<file path="config.mk">
export PLATFORM = sky130hd
export DESIGN_NAME = core_id_stage
export DESIGN_NICKNAME = d
export VERILOG_FILES = /design/src/rtl/core_id_stage.sv
export SDC_FILE = /design/constraint.sdc
export NUM_CORES = 2
export LEC_CHECK = 0
export ABC_AREA = 1
export BUFFER_PORTS_ARGS = -buffer_cell sky130_fd_sc_hd__buf_4
export CORE_UTILIZATION = 35
export CTS_CLUSTER_DIAMETER = 60
export DETAILED_ROUTE_END_ITERATION = 8
export SLEW_MARGIN = 20
export SYNTH_ARGS = -nofsm -noshare
export SYNTH_HDL_FRONTEND = slang
export SYNTH_SLANG_ARGS = --single-unit
export TNS_END_PERCENT = 30
</file>
<file path="constraint.sdc">
create_clock -name i_clk -period 2.1 [get_ports i_clk]
set_input_delay 0.105 -clock i_clk [delete_from_list [all_inputs] [get_ports i_clk]]
set_output_delay 0.105 -clock i_clk [all_outputs]
set_load 0.03 [all_outputs]
</file>
<file path="src/rtl/core_id_stage.sv">
// RV32I instruction-decode stage: decodes fields and immediate, reads the
// 32x32 register file (write port driven by writeback) and registers one
// operand bundle per accepted instruction for the ALU stage.
//
// Ports:
//   i_clk, i_rst                clock, synchronous active-high reset
//   i_if_valid/i_if_instr/i_if_pc, o_if_ready
//                               fetch handshake and instruction
//   i_flush                     drop held and incoming instruction
//   i_wb_en/i_wb_rd/i_wb_data   register-file write port
//   o_ex_valid, i_ex_ready      ALU-side handshake
//   o_opcode/o_funct7/o_funct3/o_rd/o_num1u/o_num2u/o_pc/o_immu/o_illegal
//                               registered operand bundle
//
// Optional feature: define CORE_ID_BYPASS_EN to forward same-cycle
// writeback into captured operands and to refresh operands of a held bundle.
module core_id_stage (
    input  logic        i_clk,
    input  logic        i_rst,
    input  logic        i_if_valid,
    input  logic [31:0] i_if_instr,
    input  logic [31:0] i_if_pc,
    output logic        o_if_ready,
    input  logic        i_flush,
    input  logic        i_wb_en,
    input  logic [4:0]  i_wb_rd,
    input  logic [31:0] i_wb_data,
    output logic        o_ex_valid,
    input  logic        i_ex_ready,
    output logic [6:0]  o_opcode,
    output logic [6:0]  o_funct7,
    output logic [2:0]  o_funct3,
    output logic [4:0]  o_rd,
    output logic [31:0] o_num1u,
    output logic [31:0] o_num2u,
    output logic [31:0] o_pc,
    output logic [31:0] o_immu,
    output logic        o_illegal
);

    localparam logic [6:0] OP_IMM    = 7'b0010011;
    localparam logic [6:0] OP_LOAD   = 7'b0000011;
    localparam logic [6:0] OP_JALR   = 7'b1100111;
    localparam logic [6:0] OP_STORE  = 7'b0100011;
    localparam logic [6:0] OP_BRANCH = 7'b1100011;
    localparam logic [6:0] OP_LUI    = 7'b0110111;
    localparam logic [6:0] OP_AUIPC  = 7'b0010111;
    localparam logic [6:0] OP_JAL    = 7'b1101111;
    localparam logic [6:0] OP_REG    = 7'b0110011;

    logic [31:0] rf [32];

    logic [6:0]  opcode;
    logic [4:0]  rs1;
    logic [4:0]  rs2;
    logic [31:0] imm;
    logic        illegal;
    logic [31:0] rs1_val;
    logic [31:0] rs2_val;
    logic        capture;
    logic        wb_write;

    assign opcode   = i_if_instr[6:0];
    assign rs1      = i_if_instr[19:15];
    assign rs2      = i_if_instr[24:20];
    assign wb_write = i_wb_en && (i_wb_rd != 5'd0);

    assign o_if_ready = !o_ex_valid || i_ex_ready;
    assign capture    = i_if_valid && o_if_ready && !i_flush;

    // Immediate generation; R-type is legal but carries no immediate.
    always_comb begin
        imm     = 32'd0;
        illegal = 1'b0;
        if (i_if_instr[1:0] != 2'b11) begin
            illegal = 1'b1;
        end else begin
            case (opcode)
                OP_IMM, OP_LOAD, OP_JALR:
                    imm = {{20{i_if_instr[31]}}, i_if_instr[31:20]};
                OP_STORE:
                    imm = {{20{i_if_instr[31]}}, i_if_instr[31:25],
                           i_if_instr[11:7]};
                OP_BRANCH:
                    imm = {{19{i_if_instr[31]}}, i_if_instr[31],
                           i_if_instr[7], i_if_instr[30:25],
                           i_if_instr[11:8], 1'b0};
                OP_LUI, OP_AUIPC:
                    imm = {i_if_instr[31:12], 12'd0};
                OP_JAL:
                    imm = {{11{i_if_instr[31]}}, i_if_instr[31],
                           i_if_instr[19:12], i_if_instr[20],
                           i_if_instr[30:21], 1'b0};
                OP_REG:
                    imm = 32'd0;
                default:
                    illegal = 1'b1;
            endcase
        end
    end

    // Register reads; the bypass path forwards a writeback landing on
    // the same edge as the capture.
    always_comb begin
        rs1_val = (rs1 == 5'd0) ? 32'd0 : rf[rs1];
        rs2_val = (rs2 == 5'd0) ? 32'd0 : rf[rs2];
`ifdef CORE_ID_BYPASS_EN
        if (wb_write && (i_wb_rd == rs1))
            rs1_val = i_wb_data;
        if (wb_write && (i_wb_rd == rs2))
            rs2_val = i_wb_data;
`endif
    end

    always_ff @(posedge i_clk) begin
        if (i_rst) begin
            for (int i = 0; i < 32; i++)
                rf[i] <= 32'd0;
        end else if (wb_write) begin
            rf[i_wb_rd] <= i_wb_data;
        end
    end

`ifdef CORE_ID_BYPASS_EN
    logic [4:0] rs1_q;
    logic [4:0] rs2_q;
`endif

    always_ff @(posedge i_clk) begin
        if (i_rst) begin
            o_ex_valid <= 1'b0;
            o_opcode   <= 7'd0;
            o_funct7   <= 7'd0;
            o_funct3   <= 3'd0;
            o_rd       <= 5'd0;
            o_num1u    <= 32'd0;
            o_num2u    <= 32'd0;
            o_pc       <= 32'd0;
            o_immu     <= 32'd0;
            o_illegal  <= 1'b0;
`ifdef CORE_ID_BYPASS_EN
            rs1_q      <= 5'd0;
            rs2_q      <= 5'd0;
`endif
        end else if (i_flush) begin
            o_ex_valid <= 1'b0;
        end else if (capture) begin
            o_ex_valid <= 1'b1;
            o_opcode   <= opcode;
            o_funct7   <= i_if_instr[31:25];
            o_funct3   <= i_if_instr[14:12];
            o_rd       <= i_if_instr[11:7];
            o_num1u    <= rs1_val;
            o_num2u    <= rs2_val;
            o_pc       <= i_if_pc;
            o_immu     <= imm;
            o_illegal  <= illegal;
`ifdef CORE_ID_BYPASS_EN
            rs1_q      <= rs1;
            rs2_q      <= rs2;
`endif
        end else if (o_ex_valid && i_ex_ready) begin
            o_ex_valid <= 1'b0;
        end else if (o_ex_valid) begin
`ifdef CORE_ID_BYPASS_EN
            // Held bundle picks up writebacks to its source registers.
            if (wb_write && (i_wb_rd == rs1_q))
                o_num1u <= i_wb_data;
            if (wb_write && (i_wb_rd == rs2_q))
                o_num2u <= i_wb_data;
`endif
        end
    end

endmodule

</file>
# Word level (Yosys, flattened, before mapping)
# Memory sizes are Yosys's and may differ from the RTL's.
# Index checks and enable logic that the tools add are counted.
# classes
n_eq_ne,10
muxes,16
bitwise,1
n_reduce_logical,17
# ops
operator,count
$pmux 32 s5,1
$mux 32,4
$reduce_or 32->1,1
$eq 7x6->1 const B,3
$eq 7x7->1 const B,3
$eq 7x5->1 const B,2
$logic_not 5->1,2
$mux 1,10
$reduce_or 9->1,1
$eq 7x2->1 const B,1
$mux 5,1
$reduce_bool 5->1,1
$logic_and 1x1->1,4
$reduce_or 2->1,2
$reduce_or 3->1,1
$logic_not 1->1,2
$ne 2x2->1 const B,1
$reduce_and 2->1,1
$reduce_bool 2->1,1
$logic_or 1x1->1,1
$not 1->1,1
# word_totals
register_bits,152
ram_bits,1024
in_bits,107
out_inout_bits,153
word_cells,55
n_memories,1
# mem_list
name,words,word_bits,read_ports,rd_ports_with_merged_regs,write_ports,line_no,rtl
rf,32,32,2,0,32,51,logic [31:0] rf [32];

# Depth between registers and ports, before layout
# depth
word_depth,7
ltp_mapped,14
depth_no_buf,11

# Worst setup path after synthesis
# OpenSTA, ideal clock, no wires.
# synth_timing
kind,input to register
from,in i_rst
to,mem rf[17][0] (enable)
setup_ns,0.389
arrival_time_ns,1.770
required_time_ns,1.711
path_slack_ns,-0.060
stages,9
n_path_buf,2
path_cell_list,clkbuf_1 > inv_1 > nand3_1 > inv_2 > nand2_1 > inv_1 > nand2_1 > buf_2 > nand2_1
# synth_lines
element,line_no,rtl
from (decl),19,"input logic i_rst,"
to (decl),51,

# Worst setup path after layout
# layout_timing
from,reg o_ex_valid
to,reg o_num1u[2]
# layout_via
elab_chain_len,5
# layout_rtl
element,line_no,rtl
from (decl),28,"output logic o_ex_valid,"
from (signal assigned),131,o_ex_valid <= 1'b0;
from (signal assigned),146,o_ex_valid <= 1'b0;
from (signal assigned),148,o_ex_valid <= 1'b1;
$logic_not 1->1,68,assign o_if_ready = !o_ex_valid || i_ex_ready;
$logic_or 1x1->1,68,
$logic_and 1x1->1 (2 in series),69,assign capture = i_if_valid && o_if_ready && !i_flush;
$reduce_and 2->1 (no source line),n/a,
to (signal assigned),153,o_num1u <= rs1_val;
to (decl),34,"output logic [31:0] o_num1u,"
# No other way between the ends.
# A chain may end at the register's enable or synchronous reset.

==> impl_metrics.json <==
{
  "status": "finished, final reports clean",
  "finalWeightedCongestion": 0.938,
  "grt_pass1_wl_um": 377000,
  "finalSetupViolations": 0,
  "ys_types": 28,
  "grt_max_degree": 130,
  "first_global_vias": 57100,
  "grt.overflow.total": 0,
  "cp_max_fo": 44,
  "critPathRequiredTime_ns": 2.81,
  "clock_latency_ns": 0.81,
  "viasPerCell": 5.52,
  "tightestPinTransition_ns": 0.760,
  "numCtsBuffers": 140,
  "totalWireLength_um": 260000,
  "clk_path_buf_depth": 3,
  "wl_per_cell_um": 23.8,
  "drive_above_1_share": 0.116,
  "htree_levels": 4,
  "cp_num_buf_inv": 6,
  "p_leak_nw": 33.1,
  "startpoint_type": "flip-flop",
  "layout_commonest_cell": "nand2_1",
  "worst-setup-path-type": "reg -> reg",
  "num-nets-final": 8566,
  "vias": 60300,
  "dieWidth_um": 426,
  "slowest_delay_ns": 0.34,
  "min_period_over_period": 0.957,
  "root_buffer": "clkbuf_16",
  "drt-pass1-iter-count": 7,
  "synthCells": 8144,
  "ant_nets": 0,
  "utilization": 0.428,
  "netlist_area_um2": 62900,
  "ir_drop_v": 0.000766,
  "rsz0062_at_grt": "false",
  "hold_viol": 0,
  "clk_pin_slew_ns": 0.06,
  "p_per_area_nw_per_um2": 803,
  "slew_viol_final": 0,
  "rows": 155,
  "synth-seq-cells": 1176,
  "period_minus_slack_ns": 2.01,
  "antenna_found_initial": 7,
  "relSlewSlack": 0.494,
  "first_iter_violations": 8012,
  "hpwl_um": 170000,
  "drcViolationCount": 0,
  "stdcell_area_um2": 76300,
  "cp_data_arrival_time_ns": 2.72,
  "path_delay_family": "buffers and inverters",
  "area_growth_pct": 21.2,
  "post_dp_cell_area_um2": 70600,
  "grt_use_total": 0.281,
  "maxCapViolCount": 0,
  "dieArea_um2": 181000,
  "yosys_warnings": 0,
  "chipHeight_um": 426,
  "io_buffers": 259,
  "fmax_ghz": 0.498,
  "path_cells": "inv_1 -> nor2_1 -> nor3_4 -> buf_12 -> buf_4 -> buf_4 -> inv_4 -> buf_12 -> nand2_1 -> a21oi_1",
  "ys_seq_area_frac": 0.537,
  "start_util": 0.353,
  "cts_sinks": 1176,
  "crit_path_top_delay_cell": "dfxtp_1",
  "finClkSkew_ns": 0.0320,
  "hold_slack_ns": 0.0707,
  "ios": 260,
  "core-area_um2": 178000,
  "hp-class": "in -> reg",
  "syn_area_per_cell_um2": 7.73,
  "endpoint_kind": "flip-flop",
  "final_cell_mix": "nand2_1 (2982), nand3_1 (1528), nor2_1 (1125)",
  "tritoncts": "yes"
}
## registers in the layout, indices dropped and copies added (netlist names)
| name | count |
|---|---|
| o_ex_valid | 1 |
| o_funct3 | 3 |
| o_num2u | 32 |
| o_rd | 5 |
| o_immu | 32 |
| o_opcode | 7 |
| o_num1u | 32 |
| o_illegal | 1 |
| o_pc | 32 |
| rf | 1024 |
| o_funct7 | 7 |
## Yosys cell counts
cell | n | share of area
buf_12 | 1 | 0.00032
clkinv_1 | 3 | 0.00018
inv_2 | 6 | 0.00036
a211oi_1 | 1 | 0.00012
nand3b_1 | 1 | 0.00012
o21ai_1 | 5 | 0.00040
buf_1 | 71 | 0.0042
conb_1 | 1 | 0.000060
inv_4 | 2 | 0.00020
nand3_1 | 1528 | 0.12
buf_4 | 19 | 0.0023
o221ai_1 | 1 | 0.00014
o21ai_0 | 104 | 0.0083
buf_6 | 16 | 0.0029
edfxtp_1 | 1024 | 0.49
dfxtp_1 | 152 | 0.048
inv_1 | 325 | 0.019
nor3_2 | 2 | 0.00032
clkbuf_1 | 209 | 0.012
buf_2 | 364 | 0.029
nor2_1 | 1125 | 0.067
o211ai_1 | 3 | 0.00036
nand2_2 | 1 | 0.000099
nand4_1 | 12 | 0.0012
nand2_1 | 3020 | 0.18
a21oi_1 | 135 | 0.011
o22ai_1 | 4 | 0.00040
nor3_1 | 9 | 0.00072
## final timing paths
check	from	end	slack [ns]	cells past startpoint
min	i_if_pc[27]	o_pc[27]$_SDFFE_PP0P_	0.07	4
max reg2reg	o_ex_valid$_SDFFE_PP0P_	o_num1u[2]$_SDFFE_PP0P_	0.09	10
min reg2reg	o_immu[0]$_SDFFE_PP0P_	o_immu[0]$_SDFFE_PP0P_	0.47	2
max	o_ex_valid$_SDFFE_PP0P_	o_num1u[2]$_SDFFE_PP0P_	0.09	10
## through the flow
step / setup WS [ns] / std cells / TNS, ns / power [mW]
after detailed placement: -0.275 / 10600 / -254.76 / 36.4
after floorplan: -0.0431 / 8175 / -22.73 / 32.4
after global routing: 0.0247 / 10900 / 0 / 63.0
after CTS: 0.0227 / 10900 / 0 / 61.2
after global placement: -0.300 / 10600 / -301.89 / 36.3
final: 0.0907 / 10900 / 0 / 61.2
## routing by layer
metal,global-route usage,vias to the layer above,wire length (um)
met1,0.353,28700,97600
met4,0.155,6,15700
li1,-,27100,-
met2,0.449,3775,118000
met5,0,-,48
met3,0.0600,747,28800
## worst register-to-register path, cell delays in order (launching register included)
cell	delay, ns
dfxtp_1	0.34
inv_1	0.05
nor2_1	0.22
nor3_4	0.08
buf_12	0.14
buf_4	0.15
buf_4	0.16
inv_4	0.16
buf_12	0.26
nand2_1	0.20
a21oi_1	0.17
## layout make-up
class / instances / area [um^2]
antenna: 2 / 5.00
clock buffer: 180 / 3860
clock inverter: 78 / 783
fill: 17400 / 102000
inverter: 336 / 1320
multi-input combinational: 5983 / 24900
sequential: 1176 / 33800
tap: 2355 / 2950
timing repair buffer: 822 / 8690
## power by group
group | internal [mW] | switching, mW
Combinational | 2.88 | 6.10
Sequential | 26.7 | 0.748
Clock | 14.3 | 10.5
## kinds of logic (layout without fill, tap and decap cells)
| kind of cell | after synthesis | count (layout) | share of synthesized area |
|---|---|---|---|
| simple gates | 5698 | 5698 | 0.371 |
| flops | 1176 | 1176 | 0.537 |
| buf+inv | 1016 | 1416 | 0.0712 |
| compound gates | 253 | 253 | 0.0204 |
| other cells | 1 | 34 | 0.0000596 |
## what timing repair did
action | in CTS | in global routing
hold buffers | 97 | 0
endpoints found under the hold margin | 1161 | 0
pin swaps | 1 | 0
endpoints found under the setup margin | 1 | 747
setup buffers | 3 | 0
gates resized for setup | 0 | 1
No activity file was read; power rests on OpenSTA's default activity.
